**src/rtl/pack_pkg.sv**
```systemverilog
// Shared types and constants for the byte-to-coefficient packer.
// PACK_LITTLE_END_EN selects little-endian nibble order in the pack helpers.
package pack_pkg;

    localparam int COEF_W     = 12;
    localparam int BYTE_W     = 8;
    localparam int N_COEF_DEF = 16;

    typedef enum logic [1:0] {
        S_B0 = 2'd0,
        S_B1 = 2'd1,
        S_B2 = 2'd2
    } state_t;

    // Only one nibble of the middle byte survives into the second coefficient,
    // so that is all we keep of it.
    function automatic logic [3:0] keep_nib(input logic [BYTE_W-1:0] b);
`ifdef PACK_LITTLE_END_EN
        return b[7:4];
`else
        return b[3:0];
`endif
    endfunction

    function automatic logic [COEF_W-1:0] first_coef(
        input logic [BYTE_W-1:0] b0,
        input logic [BYTE_W-1:0] b1
    );
`ifdef PACK_LITTLE_END_EN
        return {b1[3:0], b0};
`else
        return {b0, b1[7:4]};
`endif
    endfunction

    function automatic logic [COEF_W-1:0] second_coef(
        input logic [3:0]        nib,
        input logic [BYTE_W-1:0] b2
    );
`ifdef PACK_LITTLE_END_EN
        return {b2, nib};
`else
        return {nib, b2};
`endif
    endfunction

endpackage

```
**src/rtl/pack_8a12.sv**
```systemverilog
// Packs every 3 input bytes into two 12-bit coefficients with a shift strobe.
// PACK_LITTLE_END_EN (via pack_pkg) selects little-endian nibble order.
import pack_pkg::*;

module pack_8a12 #(
    parameter int N_COEF = N_COEF_DEF,
    parameter int CNT_W  = 5
) (
    input  logic              clk,
    input  logic              rst,
    input  logic [BYTE_W-1:0] byte_in,
    input  logic              byte_valid,
    input  logic              clr,
    output logic [COEF_W-1:0] coef_out,
    output logic              enable_8a12,
    output logic [CNT_W-1:0]  coef_cnt,
    output logic              frame_done,
    output logic              overflow
);

    state_t              state;
    state_t              state_nxt;
    logic [BYTE_W-1:0]   b0;
    logic [BYTE_W-1:0]   b0_nxt;
    logic [3:0]          b1;
    logic [3:0]          b1_nxt;
    logic [COEF_W-1:0]   coef_nxt;
    logic [CNT_W-1:0]    cnt_inc;
    logic                emit;
    logic                en_r;
    logic                take;
    logic                last;

    assign take    = byte_valid & ~frame_done;
    assign cnt_inc = coef_cnt + CNT_W'(1);
    assign last    = (cnt_inc == CNT_W'(N_COEF));

    // Next-state, byte capture and coefficient assembly.
    always_comb begin
        state_nxt = state;
        b0_nxt    = b0;
        b1_nxt    = b1;
        coef_nxt  = coef_out;
        emit      = 1'b0;
        if (take) begin
            case (state)
                S_B0: begin
                    b0_nxt    = byte_in;
                    state_nxt = S_B1;
                end
                S_B1: begin
                    b1_nxt    = keep_nib(byte_in);
                    coef_nxt  = first_coef(b0, byte_in);
                    emit      = 1'b1;
                    state_nxt = last ? S_B0 : S_B2;
                end
                S_B2: begin
                    coef_nxt  = second_coef(b1, byte_in);
                    emit      = 1'b1;
                    state_nxt = S_B0;
                end
                default: state_nxt = S_B0;
            endcase
        end
    end

    // State, output and frame bookkeeping registers.
    always_ff @(posedge clk) begin
        if (rst || clr) begin
            state      <= S_B0;
            b0         <= '0;
            b1         <= '0;
            coef_out   <= '0;
            en_r       <= 1'b0;
            coef_cnt   <= '0;
            frame_done <= 1'b0;
            overflow   <= 1'b0;
        end else begin
            state    <= state_nxt;
            b0       <= b0_nxt;
            b1       <= b1_nxt;
            coef_out <= coef_nxt;
            en_r     <= emit;
            if (emit) begin
                coef_cnt <= cnt_inc;
                if (last) frame_done <= 1'b1;
            end
            if (byte_valid && frame_done) overflow <= 1'b1;
        end
    end

    // A reset arriving while a strobe is on the wire kills that strobe.
    assign enable_8a12 = en_r & ~(rst | clr);

endmodule

```
**config.mk**
```make
export PLATFORM = sky130hd
export DESIGN_NAME = pack_8a12
export DESIGN_NICKNAME = d
export VERILOG_FILES = /design/src/rtl/pack_pkg.sv /design/src/rtl/pack_8a12.sv
export SDC_FILE = /design/constraint.sdc
export NUM_CORES = 1
export LEC_CHECK = 0
export BUFFER_PORTS_ARGS = -buffer_cell sky130_fd_sc_hd__buf_4
export CAP_MARGIN = 20
export CORE_MARGIN = 10
export CORE_UTILIZATION = 29
export DETAILED_ROUTE_END_ITERATION = 10
export PLACE_DENSITY_LB_ADDON = 0.12
export SYNTH_ARGS = -nofsm -noshare
export SYNTH_HDL_FRONTEND = slang
export SYNTH_SLANG_ARGS = --single-unit
```
**constraint.sdc**
```tcl
create_clock -name clk -period 1.6 [get_ports clk]
set_input_delay 0.08 -clock clk [delete_from_list [all_inputs] [get_ports clk]]
set_output_delay 0.08 -clock clk [all_outputs]
set_load 0.02 [all_outputs]
```
==> results.py <==
metrics = {
    "die": {
        "start_util_pct": 30.5,
        "rows": 25,
        "core-area_sq_um": 4820,
        "num_io_pins": 32,
        "dieWidth_um": 91.2,
        "dieArea_sq_um": 8320,
        "die_y_um": 91.2,
    },
    "timing": {
        "finalClockSkew_ns": 0.00329,
        "layout_min_cycle_time_ns": 1.48,
        "fin_crit_sh_pct": 92.3,
        "finalMaxSlewViolations": 0,
        "fmax_ghz": 0.677,
        "setup-violations-final": 0,
        "worst_slew_pin_slew_ns": 0.422,
        "rsz0062_at_grt": "true",
        "max-slew-margin-rel_pct": 71.9,
        "hold_violations": 0,
    },
    "drt": {
        "drt_wl_total_um": 3480,
        "vias_per_cell": 4.61,
        "ant_nets": 0,
        "wire_per_inst_um": 14.1,
        "dr_total_vias": 1138,
        "drt-pass1-iter-count": 4,
        "drt_iter0_markers": 42,
        "drc": 0,
    },
    "cells_and_area": {
        "layout_common_cells": "34 x dfxtp_1, 33 x buf_4, 29 x nor2_1",
        "area_growth_pct": 27.6,
        "fillers": 509,
        "final_cells": 247,
        "diodes": 0,
        "nets": 197,
        "drive_above_1_share_pct": 28.3,
        "final_common_cell": "dfxtp_1",
    },
    "critical_path": {
        "crit_path_end": "coef_cnt[4]",
        "crit_buf_inv": 1,
        "setup.worst_path.end_class": "flip-flop",
        "path_max_fanout": 9,
        "cp_top_family": "simple AND/OR/NAND/NOR gates",
        "required_ns": 1.82,
        "rrSetupSlack_ns": 0.12,
        "crit_start": "state[0]",
        "reg2reg_from": "state[0]",
        "crit-reg2reg-capture": "coef_cnt[4]",
        "ff2ff_path_depth": 5,
        "worstPathCellList": "inv_1 -> ha_1 -> nand3b_2 -> or3_1 -> a21oi_1",
        "arrival_ns": 1.69,
        "worst_path_max_delay_cell": "or3_1",
        "path_class": "reg -> reg",
        "slowest_delay_ns": 0.38,
        "critPathLaunchType": "flip-flop",
        "path_depth": 5,
    },
    "synthesis": {
        "synth_nets": 164,
        "netlist.area_leader.share_pct": 46.3,
        "syn_avg_cell_area_sq_um": 9.94,
        "yosysTopAreaCell": "dfxtp_1",
        "ys_warn_count": 0,
        "synth_cells": 148,
        "synth.area.top_cells": "dfxtp_1 46%, mux2i_1 16%, nor2_1 7.4%, a211oi_2 5.1%, ha_1 3.4%",
        "ys_types": 27,
        "yosysSeqAreaShare_pct": 46.3,
        "synth-seq-cells": 34,
        "netlist_area_sq_um": 1470,
    },
    "pwr": {
        "peakVddDrop_mv": 0.270,
        "power_mw": 1.64,
        "powerDensity_nw_per_um2": 875,
        "leakagePower_nw": 0.727,
    },
    "cts": {
        "cts_buffers": 5,
        "clkTransAtPathRegs_ns": 0.06,
        "cts_root_buffer": "clkbuf_8",
        "cts_max_level": 2,
        "insertion_delay_ns": 0.28,
        "clockBufferDepth": 2,
        "cts_hold_buf": 0,
        "cts_tree": "yes",
        "clock_sinks": 34,
    },
    "status": {
        "run_status": "complete, no violations",
    },
    "place": {
        "hpwl_um": 2400,
        "io_buffers": 31,
        "placedCellCount": 240,
        "place_congestion": 0.724,
    },
    "global_routing": {
        "antenna_found_initial": 0,
        "grt_overflow": 0,
        "grt_pass1_wl_um": 5490,
        "grt_max_degree": 27,
        "grt_pass1_vias": 1115,
        "grtUsageTotal_pct": 8.13,
    },
    "flow_run": {
        "cap_violations": 0,
    },
    "hold_path": {
        "hp-class": "in -> reg",
        "holdPathStages": 3,
    },
}
[logic make-up after synthesis]
family / Yosys count / share of synthesized area [%]
mux: 24 / 16.3
xor+xnor: 1 / 0.595
buf+inv: 12 / 4.68
fa+ha+maj: 4 / 3.40
simple gates: 47 / 15.2
flops: 34 / 46.3
compound gates: 26 / 13.5
[flip-flops by register name, indices dropped and copies added (netlist names)]
signal	flops
frame_done	1
coef_out	12
coef_cnt	5
state	2
overflow	1
b1	4
b0	8
en_r	1
[stage by stage]
| stage | util, % | setup TNS, ns | hold slack (ns) | setup slack [ns] | cell area, sq um |
|---|---|---|---|---|---|
| 5_1_grt | 39.0 | -0.000912 | 0.0557 | -0.000912 | 1880 |
| 3_3_place_gp | 36.6 | 0 | 0.338 | 0.0755 | 1770 |
| 2_1_floorplan | - | 0 | 0.224 | 0.185 | 1470 |
| 3_5_place_dp | 36.6 | 0 | 0.342 | 0.0325 | 1770 |
| 4_1_cts | 38.4 | 0 | 0.0430 | 0.0196 | 1850 |
| 6_report | 39.0 | 0 | 0.0496 | 0.123 | 1880 |
[worst min-delay path by stage]
stage,from,to
after floorplan,byte_in[0],b0[0]
after global placement,byte_in[7],b0[7]
after detailed placement,byte_in[3],b1[3]
after CTS,byte_in[3],b1[3]
after global routing,byte_in[1],b1[1]
final,byte_in[3],b1[3]
[layout make-up]
cell class / instances / area [sq um] / area share [%]
multi-input cells: 102 / 726 / 38.7
flip-flops and latches: 34 / 681 / 36.3
repair buffers: 35 / 293 / 15.6
well taps: 67 / 83.8 / 4.47
clock buffers: 6 / 82.6 / 4.40
inverters: 3 / 11.3 / 0.600
[cells in the mapped netlist]
| library cell | n |
|---|---|
| dfxtp_1 | 34 |
| nor2_1 | 29 |
| mux2i_1 | 24 |
| a21oi_1 | 8 |
| a211oi_1 | 6 |
| a211oi_2 | 6 |
| buf_2 | 4 |
| ha_1 | 4 |
| nand2_1 | 4 |
| o21ai_0 | 4 |
| inv_1 | 3 |
| or3_1 | 3 |
| buf_6 | 2 |
| clkbuf_1 | 2 |
| nand3_1 | 2 |
| nand3b_1 | 2 |
| and2_1 | 1 |
| and2b_1 | 1 |
| and3b_1 | 1 |
| and4b_1 | 1 |
| buf_4 | 1 |
| nand2b_1 | 1 |
| nand3b_2 | 1 |
| o311a_1 | 1 |
| o41ai_1 | 1 |
| or2_2 | 1 |
| xnor2_1 | 1 |
[per-layer routing]
layer	global-route usage [%]	vias up	part of all wire [%]
met2	12.8	23	46
met5	0	-	0
met1	8.56	526	44
met4	3.52	0	1.1
li1	-	583	-
met3	4.94	6	8.3
[repair_timing]
item	CTS	global route
buffers inserted	0	0
gates resized for setup	0	2
setup endpoints to repair	0	12
[power breakdown]
part	switching, mW	internal (mW)
sequential	0.00834	0.861
combinational	0.0826	0.0697
clock	0.288	0.332
total	0.379	1.26
[worst register-to-register path, delay by kind of cell (launching register included)]
| kind | cells | cell delay (ns) |
|---|---|---|
| compound gates | 1 | 0.14 |
| fa+ha+maj | 1 | 0.31 |
| buf+inv | 1 | 0.07 |
| flops | 1 | 0.35 |
| simple gates | 2 | 0.55 |
Power figures use the tool's default switching activity.
